## config.mk

```make
export PLATFORM = sky130hd
export DESIGN_NAME = divider
export DESIGN_NICKNAME = d
export VERILOG_FILES = /design/src/rtl/alu_ops_pkg.sv /design/src/rtl/divider_step.sv /design/src/rtl/divider.sv
export SDC_FILE = /design/constraint.sdc
export NUM_CORES = 1
export LEC_CHECK = 0
export BUFFER_PORTS_ARGS = -buffer_cell sky130_fd_sc_hd__buf_2
export CORE_AREA = 2 2 177 179
export DETAILED_ROUTE_END_ITERATION = 10
export DIE_AREA = 0 0 179 181
export GPL_TIMING_DRIVEN = 0
export PLACE_DENSITY_LB_ADDON = 0.1
export REMOVE_ABC_BUFFERS = 1
export SLEW_MARGIN = 10
export SYNTH_ARGS = -nofsm -noshare
export SYNTH_HDL_FRONTEND = slang
export SYNTH_SLANG_ARGS = --single-unit
```

## constraint.sdc

```tcl
create_clock -name clk -period 2.67 [get_ports clk]
set_input_delay 0.267 -clock clk [delete_from_list [all_inputs] [get_ports clk]]
set_output_delay 0.267 -clock clk [all_outputs]
set_load 0.01 [all_outputs]
```

## src/rtl/alu_ops_pkg.sv

```systemverilog
// Shared ALU operation package: opcodes on the 6-bit Signal bus (shared with
// the MULTU multiplier), the multi-cycle unit state enum and the default width.
package alu_ops_pkg;

  // Default operand width for multi-cycle ALU units
  localparam int DIV_WIDTH_DEF = 32;

  // Opcodes carried on the shared Signal bus
  localparam logic [5:0] OP_MULTU = 6'b011001;
  localparam logic [5:0] OP_DIV   = 6'b011010;
  localparam logic [5:0] OP_DIVU  = 6'b011011;
  localparam logic [5:0] OP_OUT   = 6'b111111;

  // Multi-cycle unit sequencing state
  typedef enum logic {
    IDLE = 1'b0,
    RUN  = 1'b1
  } state_e;

endpackage

```

## src/rtl/divider_step.sv

```systemverilog
// One restoring shift-subtract iteration, purely combinational.
// The partial remainder is shifted left taking in the dividend MSB still held
// at the top of the quotient register; the compare is WIDTH+1 bits wide
// because the shifted remainder can exceed WIDTH bits when the divisor has
// its top bit set.
module divider_step
  import alu_ops_pkg::*;
#(
  parameter int WIDTH = DIV_WIDTH_DEF
) (
  input  logic [WIDTH-1:0] rem,
  input  logic [WIDTH-1:0] quot,
  input  logic [WIDTH-1:0] divisor,
  output logic [WIDTH-1:0] next_rem,
  output logic [WIDTH-1:0] next_quot
);

  logic [WIDTH:0] rem_shift;
  logic           take;

  // Shift, trial-compare, and conditionally subtract
  always_comb begin
    rem_shift = {rem, quot[WIDTH-1]};
    take      = (rem_shift >= {1'b0, divisor});
    // Truncated subtraction is exact: when take is set the difference fits in
    // WIDTH bits because the previous remainder was below the divisor.
    next_rem  = take ? (rem_shift[WIDTH-1:0] - divisor) : rem_shift[WIDTH-1:0];
    next_quot = {quot[WIDTH-2:0], take};
  end

endmodule

```

## src/rtl/divider.sv

```systemverilog
// Multi-cycle 32/32 restoring divider sharing the ALU Signal opcode bus.
// DIVU starts a divide (one quotient bit per clock, WIDTH cycles), OUT
// publishes the internal {remainder, quotient} result register on dataOut.
// Optional macro DIVIDER_SIGNED_EN adds the signed DIV opcode (truncating
// division, sign fix-up in the final iteration cycle).
//
// Handshake: there is no valid/ready pair; an opcode is accepted only when the
// unit is IDLE on the clock edge it is presented. DIVU/DIV/OUT seen while RUN
// (including the edge that writes the result) are dropped. busy is high from
// the accepting edge until the final-step edge; done pulses for the one cycle
// after the result register is written.
// state_dbg exposes the FSM state for checkers.
// CNT_W must satisfy 2**CNT_W > WIDTH so the counter can hold WIDTH.
module divider
  import alu_ops_pkg::*;
#(
  parameter int WIDTH = DIV_WIDTH_DEF,
  parameter int CNT_W = 6
) (
  input  logic               clk,
  input  logic               reset,
  input  logic [5:0]         Signal,
  input  logic [WIDTH-1:0]   dataA,
  input  logic [WIDTH-1:0]   dataB,
  output logic [2*WIDTH-1:0] dataOut,
  output logic               busy,
  output logic               done,
  output state_e             state_dbg
);

  state_e             state;
  logic [CNT_W-1:0]   cnt;
  logic [WIDTH-1:0]   rem;
  logic [WIDTH-1:0]   quot;
  logic [WIDTH-1:0]   divisor;
  logic [2*WIDTH-1:0] result;

  // Acceptance decode and operand conditioning
  logic               start;
  logic [WIDTH-1:0]   a_in;
  logic [WIDTH-1:0]   b_in;

  // Iteration outputs and final (sign-fixed) result
  logic [WIDTH-1:0]   step_rem;
  logic [WIDTH-1:0]   step_quot;
  logic [WIDTH-1:0]   fin_rem;
  logic [WIDTH-1:0]   fin_quot;
  logic               last_step;

`ifdef DIVIDER_SIGNED_EN
  logic               neg_q;
  logic               neg_r;
  logic               div_zero;
  logic               neg_q_in;
  logic               neg_r_in;
  logic               div_zero_in;
`endif

  assign state_dbg = state;
  assign last_step = (cnt == CNT_W'(1));

  // Single restoring iteration shared by every RUN cycle
  divider_step #(
    .WIDTH (WIDTH)
  ) u_step (
    .rem       (rem),
    .quot      (quot),
    .divisor   (divisor),
    .next_rem  (step_rem),
    .next_quot (step_quot)
  );

  // Decode an accepted start and form the operands the datapath will divide
  always_comb begin
    start = (state == IDLE) && (Signal == OP_DIVU);
    a_in  = dataA;
    b_in  = dataB;
`ifdef DIVIDER_SIGNED_EN
    neg_q_in    = 1'b0;
    neg_r_in    = 1'b0;
    div_zero_in = (dataB == '0);
    if ((state == IDLE) && (Signal == OP_DIV)) begin
      start    = 1'b1;
      a_in     = dataA[WIDTH-1] ? (-dataA) : dataA;
      b_in     = dataB[WIDTH-1] ? (-dataB) : dataB;
      neg_q_in = dataA[WIDTH-1] ^ dataB[WIDTH-1];
      neg_r_in = dataA[WIDTH-1];
    end
`endif
  end

  // Result fix-up applied on the final iteration cycle
  always_comb begin
    fin_rem  = step_rem;
    fin_quot = step_quot;
`ifdef DIVIDER_SIGNED_EN
    // A zero divisor keeps the all-ones quotient; the remainder negation
    // still restores the original signed dividend from its magnitude.
    if (neg_q && !div_zero) fin_quot = -step_quot;
    if (neg_r)              fin_rem  = -step_rem;
`endif
  end

  // Sequencer: accept in IDLE, iterate in RUN, publish on OUT in IDLE
  always_ff @(posedge clk) begin
    if (reset) begin
      state    <= IDLE;
      cnt      <= '0;
      rem      <= '0;
      quot     <= '0;
      divisor  <= '0;
      result   <= '0;
      dataOut  <= '0;
      busy     <= 1'b0;
      done     <= 1'b0;
`ifdef DIVIDER_SIGNED_EN
      neg_q    <= 1'b0;
      neg_r    <= 1'b0;
      div_zero <= 1'b0;
`endif
    end else begin
      done <= 1'b0;
      case (state)
        IDLE: begin
          if (Signal == OP_OUT) begin
            dataOut <= result;
          end
          if (start) begin
            quot    <= a_in;
            divisor <= b_in;
            rem     <= '0;
            cnt     <= CNT_W'(WIDTH);
            busy    <= 1'b1;
            state   <= RUN;
`ifdef DIVIDER_SIGNED_EN
            neg_q    <= neg_q_in;
            neg_r    <= neg_r_in;
            div_zero <= div_zero_in;
`endif
          end
        end
        RUN: begin
          rem  <= step_rem;
          quot <= step_quot;
          cnt  <= cnt - CNT_W'(1);
          if (last_step) begin
            result <= {fin_rem, fin_quot};
            busy   <= 1'b0;
            done   <= 1'b1;
            state  <= IDLE;
          end
        end
        default: begin
          state <= IDLE;
          busy  <= 1'b0;
        end
      endcase
    end
  end

endmodule

```

== Yosys cells after proc, flatten, opt, wreduce, memory -nomap -nowiden ==
Index checks and enable logic that the tools add are counted.

* Bits in registers: 233
* Logic and storage cells: 38

* Add/sub/neg operators: 2
* Order comparisons: 1
* Equality and inequality tests: 5
* Multiplexer cells: 14
* Bitwise gates (word level): 1
* Reduce and logical (&&, ||, !) cells: 6

{| class="wikitable"
|+ Operators by type and width
! operator !! count
|-
| one-hot mux 32 bit (2 select lines) || 2
|-
| 2-to-1 mux 32 bit || 3
|-
| >= comparator 33 x 32 -> 1 bit || 1
|-
| subtractor 32 bit || 1
|-
| one-hot mux 6 bit (2 select lines) || 1
|-
| AND reduction 2 bit || 4
|-
| equality test 6 x 1 -> 1 bit, second input constant || 1
|-
| equality test 6 x 5 -> 1 bit, second input constant || 1
|-
| equality test 6 bit, second input constant || 1
|-
| 2-to-1 mux 6 bit || 1
|-
| subtractor 6 x 1 -> 6 bit, second input constant || 1
|-
| 2-to-1 mux 1 bit || 5
|-
| one-hot mux 1 bit (2 select lines) || 2
|-
| inequality test 2 x 1 -> 1 bit, second input constant || 1
|-
| inequality test 2 bit, second input constant || 1
|-
| OR reduction 2 bit || 1
|-
| logical AND 1 bit || 1
|-
| NOT 1 bit || 1
|}

== Depth between registers and ports, before layout ==
* Depth in word-level cells: 4
* Gate-level depth with buffers: 14
* Gate-level depth less buffers: 13

== Hierarchy ==
A second synthesis with hierarchy kept.

* Cell total of the unflattened synthesis: 1474
* Area, all modules: 11912.7 um^2

{| class="wikitable"
|+ By module, submodules not included
! module !! instances !! cells an instance !! area each (um^2)
|-
| divider || 1 || 1119 || 9341.5
|-
| divider_step || 1 || 355 || 2571.2
|}

== Worst setup path before layout ==
Ideal clock, no wire load.

* Path kind: register to register
* Start: register quot[31]
* End: register result[62]
* Arrival time: 2674 ps
* Data required time: 2584 ps
* Slack: -89 ps
* Cell stages (with the launch flop): 14
* Clock period less this slack: 2759 ps
* Cells stage by stage: dfxtp_1 > inv_1 > ha_1 > inv_1 > fa_1 > a211oi_2 > o21bai_1 > o21ai_1 > o41ai_1 > a211o_1 > a211oi_1 > xnor2_1 > mux2i_1 > a211oi_1

* Cells in the longest elaborated chain, start to end: 2
* Elaborated cells on any way between the ends: 3
* Classes of those cells: 1 x add/sub; 1 x order compare; 1 x mux

{| class="wikitable"
|+ RTL lines
! item !! RTL line !! text
|-
| start: declaration || divider.sv:34 || <nowiki>logic [WIDTH-1:0] quot;</nowiki>
|-
| start signal: assignment || divider.sv:129 || <nowiki>quot <= a_in;</nowiki>
|-
| start signal: assignment || divider.sv:144 || <nowiki>quot <= step_quot;</nowiki>
|-
| subtractor 32 bit or >= comparator 33 x 32 -> 1 bit (tied branches) || divider_step.sv:27, divider_step.sv:24 ||
|-
| 2-to-1 mux 32 bit (*) || divider_step.sv:27 || <nowiki>next_rem = take ? (rem_shift[WIDTH-1:0] - divisor) : rem_shift[WIDTH-1:0];</nowiki>
|-
| end signal: assignment || divider.sv:147 || <nowiki>result <= {fin_rem, fin_quot};</nowiki>
|-
| end: declaration || divider.sv:36 || <nowiki>logic [2*WIDTH-1:0] result;</nowiki>
|}

Every way passes the cells marked *; elsewhere a longest branch is shown, timed or not.
A chain may end at the register's enable or synchronous reset.

== Worst setup path in the final report ==
Ends and elaborated chain as after synthesis.

==> results.json <==
{
  "p_leak_nw": 5.66,
  "htreeDepth": 1,
  "insertion_delay_ps": 530,
  "power_frac_seq_pct": 43.6,
  "grt_pass1_vias": 8904,
  "ys_seq_area_share_pct": 44.4,
  "grt_first_pass_wirelength_um": 47000,
  "synthTopCellsByCount": "nand2_1 (315), dfxtp_1 (233), a21oi_1 (219)",
  "grt_max_degree": 136,
  "worst_ep_arrival_time_ps": 3170,
  "fin_crit_sh_pct": 105,
  "crit_required_ps": 3050,
  "synth_edf_count": 0,
  "slew_viol_final": 0,
  "violations": "negative setup slack",
  "synth_compound_area_share_pct": 19.9,
  "die-area_um2": 32400,
  "fin_util_pct": 46.9,
  "period_minus_slack_ps": 2790,
  "start_util_pct": 34.6,
  "clkPwrFrac_pct": 45.7,
  "first_iter_violations": 409,
  "path_class": "flop to flop",
  "ant_nets": 0,
  "syn_inst": 1337,
  "start_kind": "flop",
  "avgSynthCellArea_um2": 7.86,
  "switchingPower_mw": 1.88,
  "place_congestion": 0.793,
  "synthArstFlopShare_pct": 0,
  "drc": 0,
  "placed_cell_area_um2": 11700,
  "die_y_um": 181,
  "tightest_slew_ps": 836,
  "fmax_mhz": 358,
  "skew_ps": 9.14,
  "coreArea_um2": 30300,
  "setup_ws_ps": -120,
  "cts_buffers": 27,
  "power_density_nw_per_um2": 563,
  "clkSlewWorstSetupHoldPaths_ps": 60,
  "dp.final_hpwl_um": 18700,
  "synth_top_area_share_pct": 44.4,
  "dp_cells": 1810,
  "synth_flop_cell": "dfxtp_1",
  "synth_warnings": 0,
  "totalWireLength_um": 29900,
  "rows": 64,
  "rsz0062_at_grt": "yes",
  "synth_area_leaders": "dfxtp_1 (44%), nand2_1 (11%), a21oi_1 (10%)",
  "num_io_pins": 139,
  "end_kind": "flop",
  "drt_pass1_iterations": 4,
  "synth_most_common_cell": "nand2_1",
  "synthDistinctLibCells": 63,
  "syn_to_final_growth_pct": 35.5,
  "synth_top_family_by_area": "simple AND/OR/NAND/NOR gates",
  "vdd_drop_max_mv": 0.522,
  "status": "finished, violations left",
  "synthMuxAreaShare_pct": 4.23,
  "final_nets": 1631,
  "hold_violations": 0,
  "path_max_fanout": 4,
  "switching_share_pct": 23.5,
  "grt_usage_pct": 17.7,
  "wl_per_cell_um": 15.5,
  "dr_total_vias": 9528,
  "antenna_found_initial": 0,
  "routed_via_density": 4.92,
  "combPwrFrac_pct": 10.7,
  "cts_root_buffer": "clkbuf_16",
  "numPortBuffers": 138,
  "synth_fa_ha_area_share_pct": 4.24,
  "synth-xor-area-share_pct": 2.17,
  "yosys.area.top_type": "dfxtp_1",
  "fin_cells": 1936,
  "ctsLongestPathBuffers": 3,
  "die_w_um": 179,
  "p_int_mw": 6.14,
  "hold_class": "primary input to flop",
  "tritoncts": "yes",
  "layout-drive-gt1-share_pct": 27.7,
  "synth_simple_gate_area_share_pct": 20.1,
  "setup_viol": 10,
  "gr-total-overflow": 0,
  "antenna_cells": 0,
  "design_area_um2": 14200,
  "syn-cell-area_um2": 10500,
  "timing.max_cap.violations": 0,
  "ys_seq_elements": 233,
  "slew_headroom_pct": 44.2,
  "clock-sinks": 233
}
-- worst paths after layout --
kind,start,depth (start not counted),endpoint,slack (ps)
worst max register to register,quot[31]$_SDFFE_PP0P_,13,result[62]$_SDFFE_PP0P_,-120
worst max-delay path,quot[31]$_SDFFE_PP0P_,13,result[62]$_SDFFE_PP0P_,-120
worst min-delay path,dataB[15],3,divisor[15]$_SDFFE_PP0P_,7
worst min register to register,result[19]$_SDFFE_PP0P_,2,dataOut[19]$_SDFFE_PP0P_,450
-- area by class of cell --
| type | count | area (um2) |
|---|---|---|
| fill | 3070 | 16100 |
| multi-input combinational | 976 | 6230 |
| sequential | 233 | 4690 |
| timing repair buffer | 242 | 1780 |
| clock buffer | 39 | 801 |
| tap | 396 | 495 |
| inverter | 44 | 165 |
| clock inverter | 6 | 83.8 |
-- layout by cell type, fill, tap and decap left out, drive strengths merged, types with 34 or more instances in the layout --
cell and count:
buf 210, ha 34, nor2 137, nand2 315, mux2i 41, clkbuf 41, a21oi 220, a211oi 36
inv 44, dfxtp 233, o21ai 60
-- cells by family (layout without fill, tap and decap cells) --
kind of cell / after synthesis / after routing
adder cells (fa/ha/maj): 35 / 35
AND/OR/NAND/NOR: 514 / 514
XOR/XNOR: 26 / 26
multiplexers: 44 / 44
flip-flops: 233 / 233
AO/OA/AOI/OAI: 356 / 357
buffers and inverters: 129 / 331
-- per-layer routing --
layer,global-route usage [%],up-vias,routed length [um]
met1,24.6,4467,14200
li1,-,4887,-
met2,29.4,129,14100
met5,0,-,0
met4,4.16,0,713
met3,2.02,45,923
-- stage by stage --
stage                     hold WS (ps)  setup WS [ps]  power (mW)  TNS [ps]
after global routing              15.6           -272        8.36     -4080
after global placement             439         -14750        4.10  -1459420
after detailed placement           443           -697        4.12    -32160
after floorplan                    332          -7800        3.89   -633730
after CTS                        0.613           -147        8.03      -944
final                             7.14           -120        8.02      -612
-- power groups by stage --
stage               combinational, mW  sequential (mW)  clock [mW]
floorplan                       0.313             3.57           0
CTS                             0.731             3.50        3.80
global route                    0.923             3.50        3.94
global placement                0.523             3.58           0
detailed placement              0.540             3.58           0
finish                          0.860             3.50        3.66
-- critical path, cell delays in order (launching register included) --
cell	delay (ps)
dfxtp_2	320
inv_2	70
ha_4	130
inv_2	40
fa_2	390
a211oi_4	240
o21bai_2	120
o21ai_4	220
o41ai_4	130
a211o_1	310
a211oi_2	230
xnor2_1	110
mux2i_1	230
a211oi_1	110
-- sequential cells by signal, summed over array words and instances, names as in the netlist --
register / cells
dataOut: 64
state_dbg: 1
done: 1
quot: 32
result: 64
busy: 1
rem: 32
cnt: 6
divisor: 32
-- timing repair --
item / CTS / global route
hold buffers: 30 / 0
pin swaps: 42 / 33
setup endpoints to repair: 98 / 64
setup buffers: 25 / 22
cloned: 3 / 2
hold endpoints to repair: 30 / 0
gates resized for setup: 108 / 111
No activity file was read; power rests on OpenSTA's default activity.
